## src/rtl/seq_shl.sv

```systemverilog
// seq_shl: sequential logical shift-left, one bit position per clock.
// An accepted start latches a and a saturated shift amount, then shifts until
// the count reaches zero, then presents d/ovf with a one-cycle done pulse.
// Optional feature macro: SEQ_SHL_OVF_EN builds the overflow accumulator;
// without it, ovf is tied to 0.
module seq_shl #(
    parameter int DATAWIDTH = 8
) (
    input  logic                 Clk,
    input  logic                 Rst,
    input  logic                 start,
    input  logic [DATAWIDTH-1:0] a,
    input  logic [DATAWIDTH-1:0] sh_amt,
    output logic [DATAWIDTH-1:0] d,
    output logic                 busy,
    output logic                 done,
    output logic                 ovf
);

    localparam int unsigned          CW      = $clog2(DATAWIDTH + 1);
    localparam logic [CW-1:0]        CNT_MAX = CW'(DATAWIDTH);
    localparam logic [DATAWIDTH-1:0] AMT_MAX = DATAWIDTH'(DATAWIDTH);

    typedef enum logic [1:0] {
        IDLE  = 2'd0,
        SHIFT = 2'd1,
        DONE  = 2'd2
    } state_t;

    state_t                 state;
    state_t                 state_nxt;
    logic [DATAWIDTH-1:0]   work;
    logic [CW-1:0]          cnt;
    logic                   accept;
    logic [CW-1:0]          cnt_load;

    // start is only honoured when no operation is in flight
    always_comb begin
        accept   = start && ((state == IDLE) || (state == DONE));
        cnt_load = (sh_amt >= AMT_MAX) ? CNT_MAX : sh_amt[CW-1:0];
    end

    // state register
    always_ff @(posedge Clk or negedge Rst) begin
        if (!Rst) state <= IDLE;
        else      state <= state_nxt;
    end

    // next-state logic
    always_comb begin
        state_nxt = state;
        case (state)
            IDLE:    state_nxt = start ? SHIFT : IDLE;
            SHIFT:   state_nxt = (cnt == '0) ? DONE : SHIFT;
            DONE:    state_nxt = start ? SHIFT : IDLE;
            default: state_nxt = IDLE;
        endcase
    end

    // status outputs decoded from state
    always_comb begin
        busy = (state == SHIFT);
        done = (state == DONE);
    end

    // operand load, per-cycle shift, and result capture on entry to DONE
    always_ff @(posedge Clk or negedge Rst) begin
        if (!Rst) begin
            work <= '0;
            cnt  <= '0;
            d    <= '0;
        end else if (accept) begin
            work <= a;
            cnt  <= cnt_load;
        end else if (state == SHIFT) begin
            if (cnt != '0) begin
                work <= {work[DATAWIDTH-2:0], 1'b0};
                cnt  <= cnt - CW'(1);
            end else begin
                d    <= work;
            end
        end
    end

`ifdef SEQ_SHL_OVF_EN
    logic ovf_acc;

    // sticky record of any 1 shifted out of the MSB, published with d
    always_ff @(posedge Clk or negedge Rst) begin
        if (!Rst) begin
            ovf_acc <= 1'b0;
            ovf     <= 1'b0;
        end else if (accept) begin
            ovf_acc <= 1'b0;
        end else if (state == SHIFT) begin
            if (cnt != '0) ovf_acc <= ovf_acc | work[DATAWIDTH-1];
            else           ovf     <= ovf_acc;
        end
    end
`else
    assign ovf = 1'b0;
`endif

endmodule

```

## config.mk

```make
export PLATFORM = sky130hd
export DESIGN_NAME = seq_shl
export DESIGN_NICKNAME = d
export VERILOG_FILES = /design/src/rtl/seq_shl.sv
export SDC_FILE = /design/constraint.sdc
export NUM_CORES = 1
export LEC_CHECK = 0
export BUFFER_PORTS_ARGS = -buffer_cell sky130_fd_sc_hd__buf_4
export CAP_MARGIN = 0
export CORE_UTILIZATION = 45
export DETAILED_ROUTE_END_ITERATION = 10
export PLACE_DENSITY = 0.81
export SLEW_MARGIN = 20
export SYNTH_ARGS = -nofsm -noshare
export SYNTH_HDL_FRONTEND = slang
export SYNTH_SLANG_ARGS = --single-unit
```

## constraint.sdc

```tcl
create_clock -name Clk -period 2 [get_ports Clk]
set_input_delay 0.4 -clock Clk [delete_from_list [all_inputs] [get_ports Clk]]
set_output_delay 0.4 -clock Clk [all_outputs]
set_load 0.02 [all_outputs]
```

==> flow_summary.ini, run 1 <==
[run_status]
status = finished, final reports clean

[synthesis]
yosys.area.top_type = dfrtp_1
ys_warn_count = 0
synth_cell_types = 31
synth.cell_area_um2 = 1050
avgSynthCellArea_um2 = 11.2
yosysSeqAreaShare_pct = 52.2
synth_nets = 114
syn_inst = 94
synth_seq_cells = 22
synth_area_leaders = dfrtp_1 52%, mux2_2 8.5%, a221o_1 4.7%
synth_top_cell_area_share_pct = 52.2

[cts]
cts_num_sinks = 22
clk_latency_ns = 0.31
ctsRootBufferMaster = clkbuf_4
htree_num_levels = 1
tritoncts = yes
cts_resized = 0
clkTransAtPathRegs_ns = 0.13
clk_path_buf_depth = 2
cts_buffers = 3

[routing]
top_layer = met4
drc_errors = 0
detail_route.wl_per_cell_um = 15.3
first_pass_iters = 4
wl_um = 2340
wl_met1_um = 1030
dr_wl_met2_um = 1220
drt_iter0_drc = 23
vias_per_cell = 5.72
met3_length_um = 67
ant_nets = 0
vias = 875

[hold_path]
min_path_type = in -> reg
worstHoldStart = a[0]

[die]
coreArea_um2 = 2210
rows = 17
die_w_um = 50.4
die_h_um = 50.4
die_area_um2 = 2540
start_util_pct = 47.7
ioPinCount = 30

[sta]
report.final.setup_viol = 0
rsz0062_at_grt = no
slew_viol_final = 0
finalClockSkew_ns = 0.00477
fmax_mhz = 533
timing.final.crit_period_ns = 1.87
finalCritPeriodShare_pct = 93.7
timing.slew.headroom_pct = 56.5
hold_viol = 0
tightest_slew_ns = 0.647
fin_setup_tns_ns = 0
layout_setup_ws_ns = 0.125

[critical_path]
crit_start = cnt[0]$_DFFE_PN0P_
r2r-end = work[1]$_DFFE_PN0P_
r2r-start = cnt[0]$_DFFE_PN0P_
setup.worst_path.end_class = flip-flop
r2r_setup_slack_ns = 0.13
slowest_stage = or3b_4
worst_setup_path_start_kind = flip-flop
cp.required_ns = 2.25
reg2regPathDepth = 5
critPathMaxFanout = 12
arrival_ns = 2.13
endpoint = work[1]$_DFFE_PN0P_
path_cells = inv_1, ha_1, or3b_4, a21oi_1, a221o_1
critPathMaxStageDelay_ns = 0.46
worstSetupPathType = reg -> reg

[pwr]
power_density_nw_per_um2 = 1600
vdd_drop_max_uv = 810
p_leak_nw = 0.649

[run]
cap_violations = 0

[placement]
hpwl_um = 1650
place_ws_ns = 0.173
gp_congestion = 0.769
port_buffers = 28
dp_cells = 148

[global_route]
grt_pass1_wl_um = 3800
first_global_vias = 864
grt_start_max_net_pins = 23
overflow = 0
antenna_found_initial = 0
grt_use_total_pct = 19.9

[final_layout]
nets = 146
layout.cells.non_filler = 153
area_delta_synth_final_pct = 28.0
drive_gt1_share_pct = 40.0
diodes = 0
n_fill_cell = 192
==> stage by stage <==
stage | hold WS [ns] | total power, W | cell area, µm² | utilization, %
2_1_floorplan | 0.104 | 0.00148 | 1050 | -
3_3_place_gp | 0.298 | 0.00177 | 1290 | 58.2
3_5_place_dp | 0.301 | 0.00182 | 1290 | 58.2
4_1_cts | 0.291 | 0.00216 | 1350 | 61.0
5_1_grt | 0.311 | 0.00230 | 1350 | 61.0
6_report | 0.291 | 0.00216 | 1350 | 61.0
==> cell families after synthesis <==
kind of cell	count (synthesis)	synth area share (%)
fa+ha+maj	1	1.19
flops	22	52.2
mux	8	8.54
buf+inv	12	5.46
compound gates	22	14.4
simple gates	28	17.9
other cells	1	0.356
==> power breakdown <==
part,internal (W),switching (W),total [W]
Sequential,0.000651,0.000173,0.000825
Clock,0.000202,0.000139,0.000341
Combinational,0.000494,0.000496,0.000989
Total,0.00135,0.000808,0.00216
==> state kept, by name (all words and copies together), names as in the netlist <==
name	cells
cnt	4
d	8
state	2
work	8
==> how the worst min path moves through the flow <==
stage / cells past startpoint / slack (ns) / to
floorplan: 0 / 0.10 / cnt[0]$_DFFE_PN0P_
global placement: 1 / 0.30 / d[1]$_DFFE_PN0P_
global route: 2 / 0.31 / work[5]$_DFFE_PN0P_
detailed placement: 1 / 0.30 / d[1]$_DFFE_PN0P_
finish: 3 / 0.29 / work[0]$_DFFE_PN0P_
CTS: 3 / 0.29 / work[0]$_DFFE_PN0P_
==> cells in the final DEF (no fill, tap or decap) <==
cell | netlist | final
conb_1 | 1 | 1
and3_2 | 1 | 1
a31oi_1 | 2 | 2
nand2_1 | 3 | 3
or3b_4 | 1 | 1
dlygate4sd3_1 | 0 | 1
nor2_1 | 3 | 3
o311ai_0 | 1 | 1
ha_1 | 1 | 1
bufinv_16 | 0 | 1
dfrtp_1 | 22 | 22
buf_4 | 1 | 30
a31o_2 | 1 | 1
inv_1 | 8 | 8
o21ai_0 | 5 | 5
clkbuf_4 | 0 | 3
nor4_1 | 2 | 2
nand3_1 | 4 | 4
a21oi_1 | 6 | 6
mux2_2 | 8 | 8
nand4b_1 | 1 | 1
nor3b_2 | 1 | 1
or4b_2 | 1 | 1
o211ai_1 | 1 | 1
a32oi_1 | 1 | 1
nand2b_1 | 2 | 2
a221o_1 | 5 | 5
nand4_1 | 3 | 3
and3_1 | 1 | 1
nor2b_1 | 2 | 2
and3_4 | 3 | 3
==> synth_stat cells <==
library cell	n
a21oi_1	6
a221o_1	5
a31o_2	1
a31oi_1	2
a32oi_1	1
and3_1	1
and3_2	1
and3_4	3
buf_2	1
buf_4	1
buf_6	1
clkbuf_1	1
conb_1	1
dfrtp_1	22
ha_1	1
inv_1	8
mux2_2	8
nand2_1	3
nand2b_1	2
nand3_1	4
nand4_1	3
nand4b_1	1
nor2_1	3
nor2b_1	2
nor3b_2	1
nor4_1	2
o211ai_1	1
o21ai_0	5
o311ai_0	1
or3b_4	1
or4b_2	1
==> repair_timing <==
action                                 CTS  global route
hold buffers                             1             0
buffers inserted                         0             0
endpoints found under the hold margin   22             0
==> worst max-delay path, delay by kind of cell, from the launching register on <==
| family | cells | cell delay, ns |
|---|---|---|
| AOI/OAI and AO/OA | 2 | 0.65 |
| DFF | 1 | 0.43 |
| buffers and inverters | 1 | 0.09 |
| adders and majority gates | 1 | 0.19 |
| and+or+nand+nor | 1 | 0.46 |
==> final cells by class <==
type / count / area, µm² / share of cell area, %
inverters: 8 / 30.0 / 2.22
flip-flops and latches: 22 / 551 / 40.8
well taps: 28 / 35.0 / 2.60
clock buffers: 3 / 22.5 / 1.67
clock inverters: 1 / 30.0 / 2.22
repair buffers: 31 / 235 / 17.4
multi-input cells: 60 / 447 / 33.1
==> routing by layer <==
| metal | up-vias | global-route usage, % |
|---|---|---|
| li1 | 404 | - |
| met1 | 445 | 26.0 |
| met2 | 24 | 34.4 |
| met3 | 2 | 1.82 |
| met4 | 0 | 6.48 |
| met5 | - | 0 |
(Power assumes the default switching activity.)
==> run 2: changes to the inputs <==
Clock period 2 ns to 1.8 ns, I/O delays scaled along.
==> run 2 against run 1 <==
  * Global-route usage grew 0.23 points
  * Sequential share of layout area is 0.41 points lower
  * Hold slack lost 0.031 ns
  * Die area unchanged
  * Count of clock-buffer cells in the layout increased by 1
  * Core utilization rose by 0.62 points
  * Highest routed layer unchanged
  * Via count fell by 1.1%
  * Maximum frequency increased by 9.8%
  * Non-clock buffer count is 4 higher
  * Setup slack worse by 0.032 ns
==> flow_summary.ini, run 2 (same netlist as run 1, synthesis figures left out) <==
[die]
rows = 17
ioPinCount = 30
start_util_pct = 47.7
die_h_um = 50.4
coreArea_um2 = 2210
die_w_um = 50.4
die_area_um2 = 2540

[cts]
clkTransAtPathRegs_ns = 0.13
clk_latency_ns = 0.32
cts_num_sinks = 22
htree_num_levels = 1
tritoncts = yes
ctsRootBufferMaster = clkbuf_4
cts_buffers = 3
clk_path_buf_depth = 2

[critical_path]
cp.required_ns = 2.02
worst_setup_path_start_kind = flip-flop
setup.worst_path.end_class = flip-flop
worstSetupPathType = reg -> reg
critPathMaxFanout = 12
arrival_ns = 1.93

[pwr]
p_leak_nw = 0.661
power_density_nw_per_um2 = 1710
vdd_drop_max_uv = 1030

[global_route]
use_met1_pct = 25.0
overflow = 0
antenna_found_initial = 0
grt_use_total_pct = 20.1
grt_util_met3_pct = 2.73
grt_pass1_wl_um = 3850
use_met2_pct = 35.6
grt_start_max_net_pins = 23
grt-busiest-layer = met2
first_global_vias = 889

[routing]
vias = 865
detail_route.wl_per_cell_um = 14.1
vias_per_cell = 5.51
ant_nets = 0
first_pass_iters = 4
wl_um = 2220
drt_iter0_drc = 12
drc_errors = 0

[placement]
gp_congestion = 0.824
hpwl_um = 1670
port_buffers = 28

[sta]
hold_slack_ns = 0.260
slew_viol_final = 0
tightest_slew_ns = 0.586
rsz0062_at_grt = no
timing.final.crit_period_ns = 1.71
finalCritPeriodShare_pct = 94.8
fmax_mhz = 586
timing.slew.headroom_pct = 60.6
fin_setup_tns_ns = 0
finalClockSkew_ns = 0.0123
hold_viol = 0
report.final.setup_viol = 0

[hold_path]
min_path_type = in -> reg

[final_layout]
top_regs = d x8, work x8, cnt x4
layout_common_cells = 34 x buf_4, 22 x dfrtp_1, 8 x mux2_2
multiInputGateArea_um2 = 447
nets = 150
area_delta_synth_final_pct = 29.3
drive_gt1_share_pct = 42.6
n_fill_cell = 186
ff_latch_area_um2 = 551
diodes = 0
final_common_cell = buf_4

[run_status]
status = finished, final reports clean

[run]
cap_violations = 0
==> run 2: area by class of cell <==
class                           count  area share, %
Multi-Input combinational cell     60           32.8
Clock buffer                        4           2.66
Tap cell                           28           2.57
Timing Repair Buffer               35           19.4
Sequential cell                    22           40.4
Inverter                            8           2.20
==> run 2: critical path, stage by stage (launching register included) <==
cell	delay, ns
dfrtp_1	0.43
inv_1	0.09
ha_1	0.17
or3b_4	0.45
and3_2	0.23
a221o_1	0.25
==> run 2: layer usage <==
layer  share of wire (%)  vias up
li1                    -      417
met1                  45      426
met2                  50       19
met3                 3.8        3
met4                 1.1        0
met5                   0        -
==> run 2: metrics by stage <==
stage | util [%] | std cells | worst slack (ns) | area, µm² | total power (W)
2_1_floorplan | - | 94 | 0.143 | 1050 | 0.00165
3_3_place_gp | 59.6 | 152 | 0.153 | 1320 | 0.00200
3_5_place_dp | 59.6 | 152 | 0.0974 | 1320 | 0.00206
4_1_cts | 61.7 | 157 | 0.0847 | 1360 | 0.00234
5_1_grt | 61.7 | 157 | 0.00176 | 1360 | 0.00249
6_report | 61.7 | 157 | 0.0930 | 1360 | 0.00233
==> run 2: timing repair <==
action / in CTS / in global routing
buffers inserted: 0 / 0
resized for setup: 1 / 0
hold buffers: 1 / 0
setup endpoints to repair: 1 / 0
hold endpoints to repair: 22 / 0
==> run 2: worst paths after layout <==
| path | slack (ns) | start | cells after the start | endpoint |
|---|---|---|---|---|
| max | 0.09 | cnt[0]$_DFFE_PN0P_ | 5 | work[4]$_DFFE_PN0P_ |
| min reg2reg | 0.52 | d[5]$_DFFE_PN0P_ | 1 | d[5]$_DFFE_PN0P_ |
| max in group asynchronous | 1.11 | Rst | 2 | cnt[2]$_DFFE_PN0P_ |
| min in group asynchronous | 0.46 | Rst | 2 | d[2]$_DFFE_PN0P_ |
| min | 0.26 | a[0] | 3 | work[0]$_DFFE_PN0P_ |
| max reg2reg | 0.09 | cnt[0]$_DFFE_PN0P_ | 5 | work[4]$_DFFE_PN0P_ |
==> run 2: report_power, final <==
group	switching [W]	internal (W)	total, W
Combinational	0.000551	0.000590	0.00114
Clock	0.000155	0.000124	0.000279
Sequential	0.000191	0.000724	0.000915
